--- src/rtl/vpu_opget_pkg.sv ---
// rtl/vpu_opget_pkg.sv - shared VPU constants and operand-fetch state encoding
package vpu_opget_pkg;

    localparam int SRAM_R_PORT_CNT = 2;
    localparam int SRAM_ADDR_W     = 10;
    localparam int SRAM_DATA_W     = 256;
    localparam int OPGET_BEATS     = 2;

    typedef enum logic [1:0] {
        S_OG_IDLE  = 2'd0,
        S_OG_FETCH = 2'd1,
        S_OG_DRAIN = 2'd2,
        S_OG_DONE  = 2'd3
    } opget_state_t;

endpackage

--- src/rtl/vpu_opget_if.sv ---
// rtl/vpu_opget_if.sv - SRAM read port and operand-queue push bundle
interface vpu_opget_if #(
    parameter int ADDR_W = 10,
    parameter int DATA_W = 256
);
    logic              sram_rden;
    logic [ADDR_W-1:0] sram_raddr;
    logic [DATA_W-1:0] sram_rdata;
    logic              oq_full;
    logic              oq_afull;
    logic              oq_wren;
    logic [DATA_W-1:0] oq_wdata;

    modport master (
        output sram_rden, sram_raddr, oq_wren, oq_wdata,
        input  sram_rdata, oq_full, oq_afull
    );

    modport slave (
        input  sram_rden, sram_raddr, oq_wren, oq_wdata,
        output sram_rdata, oq_full, oq_afull
    );
endinterface

--- src/rtl/vpu_opget_addr_gen.sv ---
// rtl/vpu_opget_addr_gen.sv - base/stride latch, issue counter and wrapping line-address adder
module vpu_opget_addr_gen #(
    parameter int ADDR_W      = 10,
    parameter int OPGET_BEATS = 2
) (
    input  logic              clk,
    input  logic              rst,
    input  logic              load_i,
    input  logic              clear_i,
    input  logic              advance_i,
    input  logic [ADDR_W-1:0] base_i,
    input  logic [ADDR_W-1:0] stride_i,
    output logic [ADDR_W-1:0] raddr_o,
    output logic              last_issue_o
);
    localparam int CNT_W = $clog2(OPGET_BEATS + 1);

    logic [ADDR_W-1:0] addr_q, addr_d;
    logic [ADDR_W-1:0] stride_q, stride_d;
    logic [CNT_W-1:0]  issue_cnt_q, issue_cnt_d;

    // Running sum equals base + issue_cnt * stride; ADDR_W-bit add wraps on its own.
    always_comb begin
        addr_d      = addr_q;
        stride_d    = stride_q;
        issue_cnt_d = issue_cnt_q;
        if (clear_i) begin
            issue_cnt_d = '0;
        end else if (load_i) begin
            addr_d      = base_i;
            stride_d    = stride_i;
            issue_cnt_d = '0;
        end else if (advance_i) begin
            addr_d      = addr_q + stride_q;
            issue_cnt_d = issue_cnt_q + 1'b1;
        end
    end

    always_ff @(posedge clk or posedge rst) begin
        if (rst) begin
            addr_q      <= '0;
            stride_q    <= '0;
            issue_cnt_q <= '0;
        end else begin
            addr_q      <= addr_d;
            stride_q    <= stride_d;
            issue_cnt_q <= issue_cnt_d;
        end
    end

    assign raddr_o      = addr_q;
    assign last_issue_o = (issue_cnt_q == CNT_W'(OPGET_BEATS - 1));

endmodule

--- src/rtl/vpu_opget.sv ---
// rtl/vpu_opget.sv - per-read-port operand fetch engine; VPU_OPGET_STRIDE_EN adds stride_i
module vpu_opget #(
    parameter int ADDR_W      = vpu_opget_pkg::SRAM_ADDR_W,
    parameter int DATA_W      = vpu_opget_pkg::SRAM_DATA_W,
    parameter int OPGET_BEATS = vpu_opget_pkg::OPGET_BEATS
) (
    input  logic              clk,
    input  logic              rst,
    input  logic              start_i,
    input  logic [ADDR_W-1:0] base_addr_i,
`ifdef VPU_OPGET_STRIDE_EN
    input  logic [ADDR_W-1:0] stride_i,
`endif
    input  logic              reset_cmd_i,
    vpu_opget_if.master       bus,
    output logic              busy_o,
    output logic              done_o
);
    import vpu_opget_pkg::*;

    localparam int CNT_W = $clog2(OPGET_BEATS + 1);

    opget_state_t      state_q, state_d;
    logic [CNT_W-1:0]  push_cnt_q, push_cnt_d;
    logic              inflight_q, inflight_d;
    logic              done_q, done_d;
    logic              rden, wren, load, last_issue;
    logic [ADDR_W-1:0] raddr, stride_sel;

`ifdef VPU_OPGET_STRIDE_EN
    assign stride_sel = stride_i;
`else
    assign stride_sel = ADDR_W'(1);
`endif

    vpu_opget_addr_gen #(
        .ADDR_W      (ADDR_W),
        .OPGET_BEATS (OPGET_BEATS)
    ) u_addr_gen (
        .clk          (clk),
        .rst          (rst),
        .load_i       (load),
        .clear_i      (reset_cmd_i),
        .advance_i    (rden),
        .base_i       (base_addr_i),
        .stride_i     (stride_sel),
        .raddr_o      (raddr),
        .last_issue_o (last_issue)
    );

    // A second read may overlap an in-flight one only if the queue has two free slots.
    always_comb begin
        state_d    = state_q;
        push_cnt_d = push_cnt_q;
        done_d     = done_q;
        inflight_d = 1'b0;
        rden       = 1'b0;
        wren       = 1'b0;
        load       = 1'b0;
        if (reset_cmd_i) begin
            state_d    = S_OG_IDLE;
            push_cnt_d = '0;
            done_d     = 1'b0;
        end else begin
            wren = inflight_q;
            if (wren) push_cnt_d = push_cnt_q + 1'b1;
            case (state_q)
                S_OG_IDLE: begin
                    if (start_i) begin
                        load       = 1'b1;
                        push_cnt_d = '0;
                        state_d    = S_OG_FETCH;
                    end
                end
                S_OG_FETCH: begin
                    rden = inflight_q ? !bus.oq_afull : !bus.oq_full;
                    if (rden && last_issue) state_d = S_OG_DRAIN;
                end
                S_OG_DRAIN: begin
                    if (wren && push_cnt_q == CNT_W'(OPGET_BEATS - 1)) begin
                        state_d = S_OG_DONE;
                        done_d  = 1'b1;
                    end
                end
                S_OG_DONE: state_d = S_OG_DONE;
                default:   state_d = S_OG_IDLE;
            endcase
            inflight_d = rden;
        end
    end

    always_ff @(posedge clk or posedge rst) begin
        if (rst) begin
            state_q    <= S_OG_IDLE;
            push_cnt_q <= '0;
            inflight_q <= 1'b0;
            done_q     <= 1'b0;
        end else begin
            state_q    <= state_d;
            push_cnt_q <= push_cnt_d;
            inflight_q <= inflight_d;
            done_q     <= done_d;
        end
    end

    assign bus.sram_rden  = rden;
    assign bus.sram_raddr = raddr;
    assign bus.oq_wren    = wren;
    assign bus.oq_wdata   = wren ? bus.sram_rdata : '0;
    assign busy_o         = (state_q == S_OG_FETCH) || (state_q == S_OG_DRAIN);
    assign done_o         = done_q;

endmodule

--- src/flat_wrapper.sv ---
// flat-port wrapper written by rule: the top's interface ports become plain ports
module vpu_opget_flat import vpu_opget_pkg::*;
#(
    parameter int ADDR_W      = vpu_opget_pkg::SRAM_ADDR_W,
    parameter int DATA_W      = vpu_opget_pkg::SRAM_DATA_W,
    parameter int OPGET_BEATS = vpu_opget_pkg::OPGET_BEATS
)
  (clk, rst, start_i, base_addr_i, reset_cmd_i, busy_o, done_o, bus_sram_rden, bus_sram_raddr, bus_oq_wren, bus_oq_wdata, bus_sram_rdata, bus_oq_full, bus_oq_afull);
  vpu_opget_if #(.ADDR_W(ADDR_W), .DATA_W(DATA_W)) bus_i ();
  input  logic clk;
  input  logic rst;
  input  logic start_i;
  input  logic [ADDR_W-1:0] base_addr_i;
  input  logic reset_cmd_i;
  output logic busy_o;
  output logic done_o;
  output wire logic [$bits(bus_i.sram_rden)-1:0] bus_sram_rden;
  output wire logic [$bits(bus_i.sram_raddr)-1:0] bus_sram_raddr;
  output wire logic [$bits(bus_i.oq_wren)-1:0] bus_oq_wren;
  output wire logic [$bits(bus_i.oq_wdata)-1:0] bus_oq_wdata;
  input wire logic [$bits(bus_i.sram_rdata)-1:0] bus_sram_rdata;
  input wire logic [$bits(bus_i.oq_full)-1:0] bus_oq_full;
  input wire logic [$bits(bus_i.oq_afull)-1:0] bus_oq_afull;
  assign bus_sram_rden = bus_i.sram_rden;
  assign bus_sram_raddr = bus_i.sram_raddr;
  assign bus_oq_wren = bus_i.oq_wren;
  assign bus_oq_wdata = bus_i.oq_wdata;
  assign bus_i.sram_rdata = bus_sram_rdata;
  assign bus_i.oq_full = bus_oq_full;
  assign bus_i.oq_afull = bus_oq_afull;
  vpu_opget #(.ADDR_W(ADDR_W), .DATA_W(DATA_W), .OPGET_BEATS(OPGET_BEATS)) u_core (.clk(clk), .rst(rst), .start_i(start_i), .base_addr_i(base_addr_i), .reset_cmd_i(reset_cmd_i), .bus(bus_i), .busy_o(busy_o), .done_o(done_o));
endmodule
--- config.mk ---
export PLATFORM = sky130hd
export DESIGN_NAME = vpu_opget_flat
export DESIGN_NICKNAME = d
export VERILOG_FILES = /design/src/rtl/vpu_opget_pkg.sv /design/src/rtl/vpu_opget_if.sv /design/src/rtl/vpu_opget_addr_gen.sv /design/src/rtl/vpu_opget.sv /design/src/flat_wrapper.sv
export SDC_FILE = /design/constraint.sdc
export NUM_CORES = 1
export LEC_CHECK = 0
export ABC_AREA = 1
export CAP_MARGIN = 15
export CORE_AREA = 4 4 210 212
export CTS_CLUSTER_SIZE = 30
export DETAILED_ROUTE_END_ITERATION = 12
export DIE_AREA = 0 0 214 216
export GPL_TIMING_DRIVEN = 1
export PLACE_DENSITY = 0.45
export SLEW_MARGIN = 20
export SYNTH_ARGS = -nofsm -noshare
export SYNTH_HDL_FRONTEND = slang
export SYNTH_SLANG_ARGS = --single-unit
--- constraint.sdc ---
create_clock -name clk -period 1.83 [get_ports clk]
set_input_delay 0.366 -clock clk [delete_from_list [all_inputs] [get_ports clk]]
set_output_delay 0.366 -clock clk [all_outputs]
set_load 0.03 [all_outputs]
# Yosys cells after proc, flatten, opt, wreduce, memory -nomap -nowiden
# Index checks and enable logic that the tools add are counted.
# classes
muxes	25
n_addsub	3
reduce_logical	14
bitwise	1
n_eq_ne	8
# op_table
op	count
2-to-1 mux 256 bit	1
2-to-1 mux 2 bit	11
2-to-1 mux 10 bit	2
adder 10 x 1 -> 10 bit	1
2-to-1 mux 1 bit	10
case mux 2 bit (4 select lines)	1
equality test 2 x 1 -> 1 bit (second input constant)	3
!= test 3 x 2 -> 1 bit (second input constant)	2
AND reduction 2 bit	3
nonzero test 2 bit	3
adder 2 x 1 -> 2 bit (second input constant)	2
equality test 2 bit (second input constant)	2
!= test 3 bit (second input constant)	1
AND reduction 3 bit	1
nonzero test 3 bit	1
logical AND 1 bit	2
logical NOT 1 bit	2
logical NOT 2 bit	1
logical OR 1 bit	1
inverter 1 bit	1
# totals
regBits	19
out_inout_bits	270
inputBits	272
word_cells	58

# Logic depth before layout (Yosys ltp)
# Gate-level depths: netlist (run 1).
# logic_depth
depth_word	7
depth_mapped	10

# Hierarchy
# Synthesis (run 1) repeated with hierarchy kept, for this count alone.
# hier_totals
hier_cells	766
area_unflattened_um2	5773.0
# modules_own_cells
mod	seq_area_each_um2	cells_each	area_per_inst_um2	n_inst
vpu_opget	150.1	593	4339.2	1
vpu_opget_addr_gen	550.5	173	1433.9	1

# Least setup slack after synthesis (run 1)
# Ideal clock, no wire load.
# synth_timing
kind	flip-flop to output port
from	reg u_core.inflight_q
to	out bus_oq_wdata[210]
arrival_time_ns	1.592
path_slack_ns	-0.128
path_stages_with_launch	8
cell_sequence	dfrtp_1 buf_4 inv_2 nor2_2 inv_2 buf_2 buf_2 nor2_1
# synth_between
elab_chain_cells	2
# synth_rtl
element	line	rtl
start: declaration	vpu_opget.sv:25	logic inflight_q, inflight_d;
start signal: assignment	vpu_opget.sv:101	inflight_q <= inflight_d;
2-to-1 mux 1 bit	vpu_opget.sv:60	if (reset_cmd_i) begin
net bus_oq_wren	flat_wrapper.sv:19	output wire logic [$bits(bus_i.oq_wren)-1:0] bus_oq_wren;
2-to-1 mux 256 bit	vpu_opget.sv:109	assign bus.oq_wdata = wren ? bus.sram_rdata : '0;
end: declaration	flat_wrapper.sv:20	output wire logic [$bits(bus_i.oq_wdata)-1:0] bus_oq_wdata;
# The timed path passes the listed nets, and every way through them passes these cells.

# Worst setup path after layout (run 1)
# layout_timing
from	in reset_cmd_i
to	out bus_oq_wdata[223]
# layout_between
elab_chain_cells	2
# layout_rtl
element	line	rtl
start: declaration	flat_wrapper.sv:14	input logic reset_cmd_i;
2-to-1 mux 1 bit	vpu_opget.sv:60	
2-to-1 mux 256 bit	vpu_opget.sv:109	
# No other way between the ends.

==> impl_metrics.tcl, run 1 <==
set metrics [dict create \
    dieWidth_um 214 \
    synth_compound_area_frac 0.0256 \
    htree_levels 1 \
    muxShareOfSynthArea 0 \
    drt-initial-drc-count 170 \
    core_area_um2 41900 \
    n_antenna_cell 0 \
    grt_pass1_wl_mm 40.2 \
    finalWirelength_mm 28.4 \
    synthTopCellsByCount "inv_1, nor2_1, nand2_1, buf_2, nand3_1" \
    dieArea_um2 46200 \
    final_area_um2 10400 \
    cts.sinks 19 \
    ys_top_cells_by_area "inv_1, nor2_1, dfrtp_1, nand2_1, buf_2" \
    status "finished, violations left" \
    end_kind "primary output" \
    port_buffers 541 \
    post-synth-top-area-cell "inv_1" \
    syn_area_per_cell_um2 4.67 \
    finalSetupViolations 74 \
    start_util 0.0793 \
    p_sw_frac 0.468 \
    synth_top_family_by_area "simple AND/OR/NAND/NOR gates" \
    ant_nets 0 \
    die_h_um 216 \
    failed_checks "negative setup slack" \
    gp_congestion 0.891 \
    grt_overflow 0 \
    min_path_type "in2async" \
    first_global_vias 5942 \
    hold_viol 0 \
    r2r_slack_ns 0.22 \
    p_int_w 0.00249 \
    layout-drive-gt1-share 0.329 \
    final_core_util 0.247 \
    wl_per_cell_um 15.7 \
    ys_seq_elements 19 \
    multi_input_area_um2 1990 \
    fin_nets 1544 \
    crit_family "buffers and inverters" \
    clkTransAtPathRegs_ns 0.06 \
    crit_chain "dlygate4sd2_1, nor2_4, inv_8, buf_12, buf_12, nor2_2, buf_4" \
    fillers 4697 \
    synth.net_count 992 \
    drc_errors 0 \
    clockPowerShare 0.101 \
    synth_adder_area_share 0.0301 \
    placed_area_um2 9860 \
    synthCells 712 \
    synthSimpleGateAreaFrac 0.426 \
    numCtsBuffers 3 \
    max-cap-violations 0 \
    crit_fanout 26 \
    viasPerCell 3.24 \
    ff_latch_area_um2 475 \
    grt_use_met2 0.227 \
    seq_area_frac_synth 0.143 \
    criticalPathCategory "in2out" \
    rows 75 \
    grt_busiest_layer "met2" \
    syn_area_um2 3330 \
    dr.pass1.iters 5 \
    grt.total_usage 0.113 \
    synth_edf_count 0 \
    rsz0062_at_grt "true" \
    p_per_area_nw_per_um2 452 \
    yosysWarnings 0 \
    synth_top_flop_cell "dfrtp_1" \
    clk_latency_ns 0.26 \
    io_pins 542 \
    cp.arrival_ns 1.58 \
    switchingPower_w 0.00219 \
    synth_top_area_frac 0.312 \
    p_leak_nw 5.54 \
    min_period_over_period 1.06 \
    cpPeakStageDelay_ns 0.28 \
    synthArstFlopShare 1.00 \
    slowest_stage "dlygate4sd2_1" \
    vias 5847 \
    pwr-share-comb 0.749 \
    grt_max_degree 40 \
    hold_buffers 0 \
    grt_use_met1 0.121 \
    clock-root-buffer "clkbuf_16" \
    cp.required_ns 1.46 \
    grt_antenna_before_repair 3 \
    crit_buf_inv 5 \
    worst_slack_ns -0.114 \
    worst_pin_slew_ns 0.323 \
    ctsLongestPathBuffers 2 \
    synth_xor_area_frac 0.00263 \
    max_slew_margin 0.784 \
    drv_slew 0 \
    area_growth_pct 211 \
    final.min_clock_period_ns 1.94 \
    grt_use_met3 0.0301 \
    vdd_drop_max_mv 0.491 \
    cp_common_cell "buf_12" \
    seqPwrFrac 0.150 \
    yosysMostFrequentCell "inv_1" \
    synth_cell_types 24 \
    finClkSkew_ns 0.00634 \
    critPathLaunchType "input port" \
    dp_hpwl_mm 25.7 \
    max_freq_ghz 0.515 \
    cts_tree "built" \
]
-- flip-flops by register name (all words and copies together) (netlist names) --
signal	cells
u_core.done_o	1
u_core.inflight_q	1
u_core.push_cnt_q	2
u_core.state_q	2
u_core.u_addr_gen.issue_cnt_q	2
u_core.u_addr_gen.raddr_o	10
u_core.u_addr_gen.stride_q	1
-- stage by stage --
| stage | hold WS, ns | cells | power [W] | setup slack (ns) | TNS [ns] |
|---|---|---|---|---|---|
| 5_1_grt | 0.471 | 1802 | 0.00503 | -0.191 | -15.65 |
| 2_1_floorplan | 0.317 | 712 | 0.00233 | -0.128 | -27.39 |
| 3_3_place_gp | 0.462 | 1797 | 0.00413 | -0.463 | -83.10 |
| 3_5_place_dp | 0.465 | 1797 | 0.00415 | -0.475 | -84.47 |
| 4_1_cts | 0.445 | 1802 | 0.00474 | -0.133 | -7.20 |
| 6_report | 0.435 | 1802 | 0.00468 | -0.114 | -3.88 |
-- layer usage --
metal / part of all wire / up-vias
li1: - / 2990
met1: 0.36 / 2570
met2: 0.55 / 253
met3: 0.067 / 32
met4: 0.015 / 2
met5: 0.00070 / -
-- kinds of logic after synthesis --
family | count (synthesis)
simple gates | 354
fa+ha+maj | 8
xor+xnor | 1
compound gates | 15
buf+inv | 315
flops | 19
-- layout by cell type, fill, tap and decap left out, drive strengths merged --
cell type      netlist  routed
o211ai               3       3
inv                281     281
clkinv               0       1
or2                  7       7
a21oi                8       8
clkdlybuf4s50        0     280
clkbuf               2       3
dfrtp               19      19
nor3                 1       1
nand2               40      40
nand3               27      27
buf                 32     300
o21ai                3       3
xnor2                1       1
a211oi               1       1
ha                   8       8
nand4                6       6
nor2               273     273
dlygate4sd2          0       1
-- timing repair --
item                       CTS  global route
pin swaps                    1             1
resized for setup          106            19
setup buffers                1             0
setup endpoints to repair  257           244
-- layout make-up --
class                           instances  share of cell area
Multi-Input combinational cell        378               0.192
Sequential cell                        19              0.0459
Timing Repair Buffer                  581               0.586
Tap cell                              539              0.0651
Clock buffer                            3             0.00725
Clock inverter                          1            0.000483
Inverter                              281               0.103
-- power by group through the flow --
stage | Combinational (W) | Sequential, W | Clock [W]
finish | 0.00351 | 0.000702 | 0.000473
detailed placement | 0.00345 | 0.000708 | 0
global route | 0.00380 | 0.000730 | 0.000500
global placement | 0.00342 | 0.000710 | 0
floorplan | 0.00149 | 0.000848 | 0
CTS | 0.00355 | 0.000705 | 0.000489
-- worst paths after layout --
kind	startpoint	end	cells past startpoint
hold / removal	rst	u_core.u_addr_gen.raddr_o[0]$_DFFE_PP0P_	3
min in group clk	u_core.u_addr_gen.stride_q[0]$_DFFE_PP0P_	u_core.u_addr_gen.stride_q[0]$_DFFE_PP0P_	1
hold reg to reg	u_core.u_addr_gen.stride_q[0]$_DFFE_PP0P_	u_core.u_addr_gen.stride_q[0]$_DFFE_PP0P_	1
max in group asynchronous	rst	u_core.u_addr_gen.raddr_o[6]$_DFFE_PP0P_	3
setup / recovery	reset_cmd_i	bus_oq_wdata[223]	7
setup reg to reg	u_core.state_q[1]$_DFFE_PP0P_	u_core.u_addr_gen.raddr_o[4]$_DFFE_PP0P_	8
-- worst register-to-register path, cell delays in order (launching register included) --
cell	delay [ns]
dfrtp_1	0.40
inv_1	0.12
ha_1	0.21
nand2_1	0.09
nor2_2	0.14
inv_2	0.11
or2_2	0.28
nand3_1	0.08
o21ai_0	0.07
No activity file was read; power rests on OpenSTA's default activity.
==> run 2, diff against run 1 <==
--- a/config.mk
+++ b/config.mk
@@ -12,7 +12,6 @@
 export DETAILED_ROUTE_END_ITERATION = 12
 export DIE_AREA = 0 0 214 216
 export GPL_TIMING_DRIVEN = 1
-export PLACE_DENSITY = 0.45
 export SLEW_MARGIN = 20
 export SYNTH_ARGS = -nofsm -noshare
 export SYNTH_HDL_FRONTEND = slang
==> run 2 against run 1 <==
The flow still finishes with violations (negative setup slack). Critical path depth is 1 higher. Clock power fell by 4%. Via count rose by 4.7%. Wire length grew 6.6%. First-iteration DRC count increased by 18%. Power rose by 5.7%. Fmax rose by 1.2%. Design area up 8.7%. Clock skew shrank 0.0018 ns. Non-clock buffer count is 21 higher. Setup slack better by 0.023 ns. Critical path type is now reg2out. Largest cell class unchanged.
==> impl_metrics.tcl, run 2 (synthesized netlist as in run 1, its figures left out) <==
set metrics [dict create \
    vdd_drop_max_mv 0.714 \
    layout-drive-gt1-share 0.392 \
    htree_levels 1 \
    finalSetupViolations 163 \
    critPathLaunchType "flip-flop" \
    criticalPathCategory "reg2out" \
    rsz0062_at_grt "true" \
    seqPwrFrac 0.143 \
    dr.pass1.iters 4 \
    finClkSkew_ns 0.00454 \
    min_path_type "in2async" \
    finalWirelength_mm 30.2 \
    failed_checks "negative setup slack" \
    max-cap-violations 0 \
    min_period_over_period 1.05 \
    cp.required_ns 1.46 \
    cts.sinks 19 \
    hold_ws_ns 0.438 \
    final.min_clock_period_ns 1.92 \
    crit_chain "inv_2, nor2_4, buf_6, inv_16, buf_16, nor2_2, buf_4, buf_12" \
    numCtsBuffers 3 \
    gp_congestion 0.955 \
    final_area_um2 11300 \
    p_sw_frac 0.474 \
    grt_antenna_before_repair 2 \
    clockPowerShare 0.092 \
    switchingPower_w 0.00234 \
    drv_slew 0 \
    vias 6119 \
    totalPowerFinal_w 0.00495 \
    largest_reg_flops 10 \
    worst_pin_slew_ns 0.339 \
    viasPerCell 3.35 \
    core_area_um2 41900 \
    port_buffers 541 \
    rows 75 \
    pwr-share-comb 0.765 \
    layout_commonest_cell "clkdlybuf4s50_1" \
    crit_fanout 14 \
    hold_viol 0 \
    start_util 0.0793 \
    dieWidth_um 214 \
    grt_overflow 0 \
    fin_setup_tns_ns -5.08 \
    cts_tree "built" \
    clkTransAtPathRegs_ns 0.06 \
    status "finished, violations left" \
    drc_errors 0 \
    end_kind "primary output" \
    clock-root-buffer "clkbuf_16" \
    clk_latency_ns 0.25 \
    grt.total_usage 0.116 \
    io_pins 542 \
    dp_hpwl_mm 25.7 \
    grt_max_degree 30 \
    cp.arrival_ns 1.55 \
    slowest_stage "dfrtp_1" \
    max_freq_ghz 0.521 \
    wl_per_cell_um 16.6 \
    drt-initial-drc-count 201 \
    p_per_area_nw_per_um2 440 \
    final_cell_mix "clkdlybuf4s50_1, inv_1, buf_4" \
    dieArea_um2 46200 \
    grt_pass1_wl_mm 40.8 \
    area_growth_pct 238 \
    p_leak_nw 5.77 \
    worst_slack_ns -0.0904 \
    die_h_um 216 \
    final_core_util 0.268 \
    p_int_w 0.00261 \
    ff2ff_path_depth 10 \
    cpPeakStageDelay_ns 0.38 \
    max_slew_margin 0.773 \
    placed_area_um2 9710 \
    ctsLongestPathBuffers 2 \
    ant_nets 0 \
    first_global_vias 6199 \
    fin_nets 1567 \
]
run 2: changes by cell type in the layout (fill, tap and decap cells not counted), moves of 3 or more:
cell | previous run | this run
inv_16 | 0 | 3
buf_8 | 0 | 5
buf_4 | 200 | 149
nor2_4 | 27 | 69
buf_12 | 72 | 57
nor2_2 | 72 | 101
clkbuf_16 | 3 | 8
buf_16 | 0 | 5
nor2_1 | 174 | 103
buf_6 | 28 | 98
run 2: layout make-up:
type	instances	area, um2
repair inverters	2	40.0
diodes	1	2.50
fillers	4501	30700
repair buffers	602	6530
inverters	281	1070
flip-flops and latches	19	475
clock buffers	4	78.8
well taps	539	674
multi-input cells	378	2380
run 2: path summary, 6_finish.rpt:
kind	startpoint	to	slack [ns]
min in group clk	u_core.u_addr_gen.stride_q[0]$_DFFE_PP0P_	u_core.u_addr_gen.stride_q[0]$_DFFE_PP0P_	0.49
max reg2reg	u_core.state_q[1]$_DFFE_PP0P_	u_core.u_addr_gen.raddr_o[6]$_DFFE_PP0P_	0.26
max	u_core.inflight_q$_DFF_PP0_	bus_oq_wdata[154]	-0.09
max in group asynchronous	rst	u_core.u_addr_gen.issue_cnt_q[0]$_DFFE_PP0P_	1.17
min	rst	u_core.u_addr_gen.raddr_o[0]$_DFFE_PP0P_	0.44
min reg2reg	u_core.u_addr_gen.stride_q[0]$_DFFE_PP0P_	u_core.u_addr_gen.stride_q[0]$_DFFE_PP0P_	0.49
run 2: repair_timing:
| action | CTS | global route |
|---|---|---|
| pin swaps | 1 | 1 |
| gates resized for setup | 133 | 212 |
| endpoints found under the hold margin | 0 | 0 |
| buffers inserted | 6 | 0 |
| setup endpoints to repair | 259 | 256 |
| hold buffers | 0 | 0 |
| gates cloned | 4 | 7 |
run 2: critical path: cells and delay by family, from the launching register on:
| family | cells | cell delay (ns) |
|---|---|---|
| flip-flops | 1 | 0.38 |
| buffers and inverters | 6 | 0.80 |
| AND/OR/NAND/NOR | 2 | 0.09 |
run 2: per-layer routing:
metal | vias to the layer above | global-route usage | wire, um
met5 | - | 0 | 0
met4 | 0 | 0.0145 | 319
met3 | 16 | 0.0228 | 1740
met2 | 265 | 0.216 | 15800
met1 | 2789 | 0.142 | 12300
li1 | 3049 | - | -
run 2: metrics by stage:
step,setup WS (ns),instances
global placement,-0.455,1805
global route,-0.138,1826
CTS,-0.126,1818
detailed placement,-0.462,1805
finish,-0.0904,1826
floorplan,-0.128,712
run 2: power groups by stage:
stage / Clock (W) / Sequential [W] / Combinational, W
6_report: 0.000455 / 0.000710 / 0.00378
5_1_grt: 0.000488 / 0.000730 / 0.00405
4_1_cts: 0.000468 / 0.000703 / 0.00356
3_5_place_dp: 0 / 0.000705 / 0.00338
3_3_place_gp: 0 / 0.000705 / 0.00334
2_1_floorplan: 0 / 0.000848 / 0.00149
